`config.mk`:
```
export PLATFORM = sky130hd
export DESIGN_NAME = uart_cmd_parser
export DESIGN_NICKNAME = d
export VERILOG_FILES = /design/src/rtl/uart_cmd_pkg.sv /design/src/rtl/uart_cmd_parser.sv
export SDC_FILE = /design/constraint.sdc
export NUM_CORES = 1
export LEC_CHECK = 0
export BUFFER_PORTS_ARGS = -buffer_cell sky130_fd_sc_hd__buf_2
export CORE_ASPECT_RATIO = 0.8
export CORE_MARGIN = 10
export CORE_UTILIZATION = 63
export CTS_BUF_LIST = sky130_fd_sc_hd__clkbuf_8
export CTS_CLUSTER_SIZE = 28
export DETAILED_ROUTE_END_ITERATION = 6
export GPL_ROUTABILITY_DRIVEN = 0
export GPL_TIMING_DRIVEN = 0
export PLACE_DENSITY = 0.93
export SLEW_MARGIN = 20
export SYNTH_ARGS = -nofsm -noshare
export SYNTH_HDL_FRONTEND = slang
export SYNTH_SLANG_ARGS = --single-unit
```
`constraint.sdc`:
```
create_clock -name clk -period 3 [get_ports clk]
set_input_delay 0.3 -clock clk [delete_from_list [all_inputs] [get_ports clk]]
set_output_delay 0.3 -clock clk [all_outputs]
set_load 0.02 [all_outputs]
```
`src/rtl/uart_cmd_pkg.sv`:
```
`default_nettype none
// ============================================================================
// uart_cmd_pkg -- frame constants and FSM encoding for uart_cmd_parser.
// Rev 1.0
// ============================================================================
package uart_cmd_pkg;

  localparam logic [7:0]  C_HEADER     = 8'hA5;
  localparam logic [7:0]  C_ACK        = 8'h06;
  localparam logic [7:0]  C_NAK        = 8'h15;
  localparam int unsigned C_FRAME_LEN  = 7;
  // header, addr and chk surround the big-endian data word
  localparam int unsigned C_DATA_BYTES = C_FRAME_LEN - 3;

  typedef enum logic [2:0] {
    ST_IDLE  = 3'd0,
    ST_ADDR  = 3'd1,
    ST_DATA  = 3'd2,
    ST_CHK   = 3'd3,
    ST_WRITE = 3'd4,
    ST_ACK   = 3'd5
  } state_t;

  function automatic logic in_frame(input state_t s);
    return (s == ST_ADDR) || (s == ST_DATA) || (s == ST_CHK);
  endfunction

endpackage
`default_nettype wire

```
`src/rtl/uart_cmd_parser.sv`:
```
`default_nettype none
// ============================================================================
// uart_cmd_parser -- parses A5/addr/d3..d0/chk frames into register writes.
// Optional ACK/NAK reply enabled by macro UART_CMD_ACK_EN.  Rev 1.0
// ============================================================================
module uart_cmd_parser
  import uart_cmd_pkg::*;
#(
  parameter int unsigned clock_freq  = 100_000_000,
  parameter int unsigned timeout_cyc = clock_freq / 1000
) (
  input  logic        clk,
  input  logic        rst,
  input  logic [7:0]  rx_data,
  input  logic        rx_rec_flag,
  output logic        rx_clr,
  output logic [7:0]  reg_addr,
  output logic [31:0] reg_data,
  output logic        reg_wr,
  output logic        frame_err,
  output logic [7:0]  tx_data,
  output logic        tx_start,
  input  logic        tx_idle,
  input  logic        tx_done
);

  localparam int unsigned      TMO_W     = $clog2(timeout_cyc + 1);
  localparam logic [TMO_W-1:0] C_TMO_MAX = TMO_W'(timeout_cyc);

  state_t            state_q, state_d;
  logic [2:0]        byte_cnt_q, byte_cnt_d;
  logic [TMO_W-1:0]  tmo_q, tmo_d;
  logic [7:0]        chk_q, chk_d;
  logic [7:0]        addr_q, addr_d;
  logic [31:0]       data_q, data_d;
  logic [7:0]        reg_addr_q, reg_addr_d;
  logic [31:0]       reg_data_q, reg_data_d;
  logic              reg_wr_q, reg_wr_d;
  logic              frame_err_q, frame_err_d;
  logic              rx_clr_q, rx_clr_d;
  logic              clr_wait_q, clr_wait_d;
  logic              take_byte;

`ifdef UART_CMD_ACK_EN
  logic              nak_q, nak_d;
  logic              sent_q, sent_d;
  logic              tx_start_q, tx_start_d;
  logic [7:0]        tx_data_q, tx_data_d;
`endif

  // The cycle of the rx_clr pulse and the one after it are blind, so a flag
  // the receiver has not yet dropped is never consumed twice.
  assign take_byte = rx_rec_flag && !rx_clr_q && !clr_wait_q &&
                     ((state_q == ST_IDLE) || in_frame(state_q));

  always_comb begin
    state_d     = state_q;
    byte_cnt_d  = byte_cnt_q;
    tmo_d       = '0;
    chk_d       = chk_q;
    addr_d      = addr_q;
    data_d      = data_q;
    reg_addr_d  = reg_addr_q;
    reg_data_d  = reg_data_q;
    reg_wr_d    = 1'b0;
    frame_err_d = 1'b0;
    rx_clr_d    = take_byte;
    clr_wait_d  = rx_clr_q;
`ifdef UART_CMD_ACK_EN
    nak_d       = nak_q;
    sent_d      = sent_q;
    tx_start_d  = 1'b0;
    tx_data_d   = tx_data_q;
`endif

    case (state_q)
      ST_IDLE: begin
        if (take_byte && (rx_data == C_HEADER)) begin
          state_d    = ST_ADDR;
          byte_cnt_d = '0;
          chk_d      = '0;
        end
      end
      ST_ADDR: begin
        if (take_byte) begin
          addr_d     = rx_data;
          chk_d      = rx_data;
          byte_cnt_d = '0;
          state_d    = ST_DATA;
        end
      end
      ST_DATA: begin
        if (take_byte) begin
          data_d     = {data_q[23:0], rx_data};
          chk_d      = chk_q ^ rx_data;
          byte_cnt_d = byte_cnt_q + 3'd1;
          if (byte_cnt_q == 3'(C_DATA_BYTES - 1)) begin
            state_d = ST_CHK;
          end
        end
      end
      ST_CHK: begin
        if (take_byte) begin
          if (rx_data == chk_q) begin
            state_d = ST_WRITE;
          end else begin
            frame_err_d = 1'b1;
`ifdef UART_CMD_ACK_EN
            nak_d   = 1'b1;
            sent_d  = 1'b0;
            state_d = ST_ACK;
`else
            state_d = ST_IDLE;
`endif
          end
        end
      end
      ST_WRITE: begin
        reg_wr_d   = 1'b1;
        reg_addr_d = addr_q;
        reg_data_d = data_q;
`ifdef UART_CMD_ACK_EN
        nak_d   = 1'b0;
        sent_d  = 1'b0;
        state_d = ST_ACK;
`else
        state_d = ST_IDLE;
`endif
      end
`ifdef UART_CMD_ACK_EN
      ST_ACK: begin
        if (!sent_q && tx_idle) begin
          tx_start_d = 1'b1;
          tx_data_d  = nak_q ? C_NAK : C_ACK;
          sent_d     = 1'b1;
        end else if (sent_q && tx_done) begin
          state_d = ST_IDLE;
        end
      end
`endif
      default: state_d = ST_IDLE;
    endcase

    // Timeout drops the partial frame silently (no reply is ever sent).
    if (in_frame(state_q) && !take_byte) begin
      if (tmo_q == C_TMO_MAX) begin
        frame_err_d = 1'b1;
        state_d     = ST_IDLE;
      end else begin
        tmo_d = tmo_q + 1'b1;
      end
    end
  end

  always_ff @(posedge clk or negedge rst) begin
    if (!rst) begin
      state_q     <= ST_IDLE;
      byte_cnt_q  <= '0;
      tmo_q       <= '0;
      chk_q       <= '0;
      addr_q      <= '0;
      data_q      <= '0;
      reg_addr_q  <= '0;
      reg_data_q  <= '0;
      reg_wr_q    <= 1'b0;
      frame_err_q <= 1'b0;
      rx_clr_q    <= 1'b0;
      clr_wait_q  <= 1'b0;
`ifdef UART_CMD_ACK_EN
      nak_q       <= 1'b0;
      sent_q      <= 1'b0;
      tx_start_q  <= 1'b0;
      tx_data_q   <= '0;
`endif
    end else begin
      state_q     <= state_d;
      byte_cnt_q  <= byte_cnt_d;
      tmo_q       <= tmo_d;
      chk_q       <= chk_d;
      addr_q      <= addr_d;
      data_q      <= data_d;
      reg_addr_q  <= reg_addr_d;
      reg_data_q  <= reg_data_d;
      reg_wr_q    <= reg_wr_d;
      frame_err_q <= frame_err_d;
      rx_clr_q    <= rx_clr_d;
      clr_wait_q  <= clr_wait_d;
`ifdef UART_CMD_ACK_EN
      nak_q       <= nak_d;
      sent_q      <= sent_d;
      tx_start_q  <= tx_start_d;
      tx_data_q   <= tx_data_d;
`endif
    end
  end

  assign rx_clr    = rx_clr_q;
  assign reg_addr  = reg_addr_q;
  assign reg_data  = reg_data_q;
  assign reg_wr    = reg_wr_q;
  assign frame_err = frame_err_q;

`ifdef UART_CMD_ACK_EN
  assign tx_start  = tx_start_q;
  assign tx_data   = tx_data_q;
`else
  logic unused_tx;
  assign unused_tx = tx_idle | tx_done;
  assign tx_start  = 1'b0;
  assign tx_data   = 8'h00;
`endif

endmodule
`default_nettype wire
```
After elaboration in Yosys (flattened, before gate mapping)
Cells that the tools add are included.
{ "word_totals": {"reg_bits": 115, "inputBits": 13} }
{ "classes": {"bitwise_logic": 1, "n_addsub": 2, "reduce_logical": 16, "mux": 25, "eq_ne": 11} }
{ "op_table": {"columns": ["op", "n"], "rows": [
  ["two-way mux 17 bit", 2],
  ["two-way mux 3 bit", 11],
  ["two-way mux 8 bit", 3],
  ["case mux 8 bit (3 select lines)", 1],
  ["adder 17 x 1 -> 17 bit, second input constant", 1],
  ["equality test 17 bit, second input constant", 1],
  ["case mux 3 bit (4 select lines)", 1],
  ["equality test 3 x 2 -> 1 bit, second input constant", 3],
  ["case mux 3 bit (3 select lines)", 1],
  ["equality test 8 bit", 1],
  ["equality test 8 bit, second input constant", 1],
  ["XOR 8 bit", 1],
  ["two-way mux 1 bit", 6],
  ["logical AND 1 bit", 5],
  ["inequality test 2 bit, second input constant", 2],
  ["AND reduction 2 bit", 2],
  ["AND reduction 4 bit", 1],
  ["adder 3 x 1 -> 3 bit, second input constant", 1],
  ["equality test 3 x 1 -> 1 bit, second input constant", 1],
  ["equality test 3 bit, second input constant", 1],
  ["logical NOT 1 bit", 3],
  ["logical NOT 3 bit", 1],
  ["logical OR 1 bit", 3],
  ["nonzero test 3 bit", 1],
  ["inequality test 2 x 1 -> 1 bit, second input constant", 1]
]} }

Longest topological paths before layout
{ "depth": {"word_depth": 10, "ltp_mapped": 7, "depth_no_buf": 6} }

Worst setup path after synthesis
No wires, ideal clock.
{ "synth_path": {"path_kind": "register to register", "from": "register rx_clr_q, in the netlist rx_clr", "to": "register addr_q[7]", "period_less_slack_ns": 1.869, "setup_time_ns": 0.127, "required_time_ns": 2.873, "path_buffers": 1, "setup_slack_ns": 1.131, "stages_incl_launch_ff": 6, "t_arrival_ns": 1.741, "cell_sequence": "dfrtp_1 nor3b_2 nand2_1 nor3_4 buf_4 mux2_1"} }
{ "synth_between": {"elab_chain_len": 5} }
{ "synth_lines": {"columns": ["item", "line", "rtl"], "rows": [
  ["start: declaration", "uart_cmd_parser.sv:40", "logic rx_clr_q, rx_clr_d;"],
  ["start signal: assignment", "uart_cmd_parser.sv:186", "rx_clr_q <= rx_clr_d;"],
  ["logical NOT 1 bit", "uart_cmd_parser.sv:53", "assign take_byte = rx_rec_flag && !rx_clr_q && !clr_wait_q &&"],
  ["logical AND 1 bit (3 in series)", "uart_cmd_parser.sv:53", null],
  ["AND reduction 2 bit (no source line)", null, null],
  ["end signal: assignment", "uart_cmd_parser.sv:180", "addr_q <= addr_d;"],
  ["end: declaration", "uart_cmd_parser.sv:34", "logic [7:0] addr_q, addr_d;"]
]} }
Every way passes these cells.
A chain may end at the register's enable or synchronous reset.

Worst setup path in the final report
Same ends and word-level chain as after synthesis.

==> flow_metrics.env <==
export IMPL_final_area_mm2=0.005824
export IMPL_num_antenna_cells=0
export IMPL_rsz0062_at_grt="false"
export IMPL_hold_viol=0
export IMPL_synth_area_leaders="dfrtp_1, mux2_1, xnor2_1"
export IMPL_status="complete, no violations"
export IMPL_antenna_left=0
export IMPL_cts_made_buffers=17
export IMPL_ys_flop_type="dfrtp_1"
export IMPL_startpoint="rx_clr"
export IMPL_finalSetupViolations=0
export IMPL_synthesis_area_mm2=0.004946
export IMPL_dr_wl_met2_um=5337
export IMPL_clock_skew_ns=0.01179
export IMPL_cts_clk_slew_worst_paths_ns=0.07
export IMPL_synth_distinct_cells=45
export IMPL_initial_core_util=0.6566
export IMPL_drive_above_1_share=0.2388
export IMPL_antenna_found_initial=1
export IMPL_critical_path_arrival_ns=2.47
export IMPL_p_per_area_mw_per_mm2=632.7
export IMPL_endpoint_kind="register"
export IMPL_die_area_mm2=0.01182
export IMPL_tritoncts="done"
export IMPL_wl_met1_um=4604
export IMPL_layout_cells_non_filler=574
export IMPL_final_max_slew_violation_count=0
export IMPL_leakage_nw=3.018
export IMPL_tns_ns=0
export IMPL_die_width_um=119.1
export IMPL_cts_setup_buffers=0
export IMPL_grt_pass1_wl_um=18250
export IMPL_clock_latency_ns=0.43
export IMPL_grt_total_usage=0.1920
export IMPL_syn_to_final_growth_pct=17.76
export IMPL_relSlewSlack=0.6195
export IMPL_core_area_mm2=0.007532
export IMPL_vias=3357
export IMPL_fin_nets=474
export IMPL_power_mw=3.685
export IMPL_max_cap_violations=0
export IMPL_grt_max_degree=84
export IMPL_yosysTopAreaCell="dfrtp_1"
export IMPL_overflow=0
export IMPL_max_freq_mhz=463.0
export IMPL_postCtsResizedCells=0
export IMPL_startpoint_type="register"
export IMPL_async_reset_ff_frac=1.000
export IMPL_hold_class="input pin to register"
export IMPL_vdd_ir_drop_worst_uv=489.4
export IMPL_cts_root_buffer="clkbuf_8"
export IMPL_placed_cell_area_mm2=0.005406
export IMPL_place_hpwl_um=7512
export IMPL_cts_buffer_depth=2
export IMPL_ys_seq_area_frac=0.5818
export IMPL_dp_cells=542
export IMPL_grt_pass1_vias=3499
export IMPL_dp_slack_ns=0.9214
export IMPL_path_class="register to register"
export IMPL_reg2reg_from="rx_clr"
export IMPL_ctsHoldBuffers=1
export IMPL_io_pins=65
export IMPL_fin_crit_sh=0.7200
export IMPL_fin_ws_ns=0.8401
export IMPL_drc_errors=0
export IMPL_htreeDepth=4
export IMPL_tightest_slew_ns=0.5707
export IMPL_met3_length_um=825
export IMPL_top_layer_used="met4"
export IMPL_fin_hold_ws_ns=0.1999
export IMPL_synth_most_common_cell="dfrtp_1"
export IMPL_clkSinkCount=115
export IMPL_vias_per_cell=5.848
export IMPL_drt_first_iter_violations=320
export IMPL_routed_wl_um=11030
export IMPL_fp_dieH_um=99.25
export IMPL_worstHoldStart="rx_data[7]"
export IMPL_synth_cells=375
export IMPL_synth_top_cell_area_share=0.5818
export IMPL_dr_pass1_iters=6
export IMPL_fin_crit_ns=2.160
export IMPL_synth_seq_cells=115
export IMPL_wl_per_cell_um=19.21
export IMPL_synth_edf_count=0
export IMPL_yosys_warnings=0
export IMPL_nFillCells=453
export IMPL_utilization=0.7733
export IMPL_synthTopCellsByCount="dfrtp_1, mux2_1, nor2_1"
export IMPL_avgSynthCellArea_um2=13.19
export IMPL_rows=28
export IMPL_critPathMaxFanout=10
export IMPL_cp_required_ns=3.31
export IMPL_portBuffers=53
[cell type report]
| type | instances | area (um2) | share of cell area |
|---|---|---|---|
| Tap cell | 105 | 131.4 | 0.02256 |
| Timing Repair Buffer | 55 | 309.0 | 0.05306 |
| Sequential cell | 115 | 2878 | 0.4941 |
| Clock buffer | 18 | 247.7 | 0.04253 |
| Multi-Input combinational cell | 236 | 1927 | 0.3308 |
| Buffer | 25 | 145.1 | 0.02492 |
| Clock inverter | 13 | 160.2 | 0.02750 |
| Inverter | 7 | 26.28 | 0.004511 |
[flip-flops by register name, indices dropped and copies added (netlist names)]
name	count
byte_cnt_q	3
data_q	32
state_q	3
chk_q	8
addr_q	8
rx_clr	1
reg_wr	1
reg_data	32
frame_err	1
clr_wait_q	1
tmo_q	17
reg_addr	8
[layout by cell type, fill, tap and decap left out, types with 5 or more instances in the layout]
cell	instances
dfrtp_1	115
conb_1	9
o22ai_1	8
a21oi_1	5
xnor2_1	14
nand2b_1	16
nor2_1	17
buf_2	63
buf_4	10
xor2_1	5
mux2_1	80
a221o_1	8
nand3_1	13
nand4_1	6
clkbuf_8	18
nand2_1	8
inv_1	6
[final timing paths]
check	cells after the start	end	slack, ns
max reg2reg	5	addr_q[7]	0.84
min	2	addr_q[7]	0.20
min in group asynchronous	2	byte_cnt_q[1]	0.32
max	5	addr_q[7]	0.84
max in group asynchronous	3	reg_wr	1.97
min reg2reg	0	clr_wait_q	0.43
[cells by family (layout without fill, tap and decap cells)]
logic type      count (synthesis)  in the layout  synth area share
flops                         115            115            0.5818
simple gates                   90             90            0.1068
mux                            82             82            0.1864
compound gates                 32             32           0.04579
buf+inv                        32            118           0.03465
xor+xnor                       19             19           0.03365
fa+ha+maj                       4              4           0.01012
other cells                     1              9         0.0007582
[routing by layer]
layer	track usage	up-vias
met5	0	-
met4	0.08529	0
met3	0.06215	34
met2	0.3083	148
met1	0.2333	1688
li1	-	1487
[report_power, final]
part,switching [mW],internal (mW),total (mW)
sequential,0.124,1.68,1.80
clock,0.640,0.838,1.48
combinational,0.209,0.195,0.404
total,0.973,2.71,3.69
[worst max-delay path: stages, from the launching register on]
cell and delay, ns:
dfrtp_1 0.41, nor3b_2 0.43, nand2_1 0.19, nor3_4 0.41, buf_4 0.27, mux2_1 0.33
No activity file was read; power rests on OpenSTA's default activity.
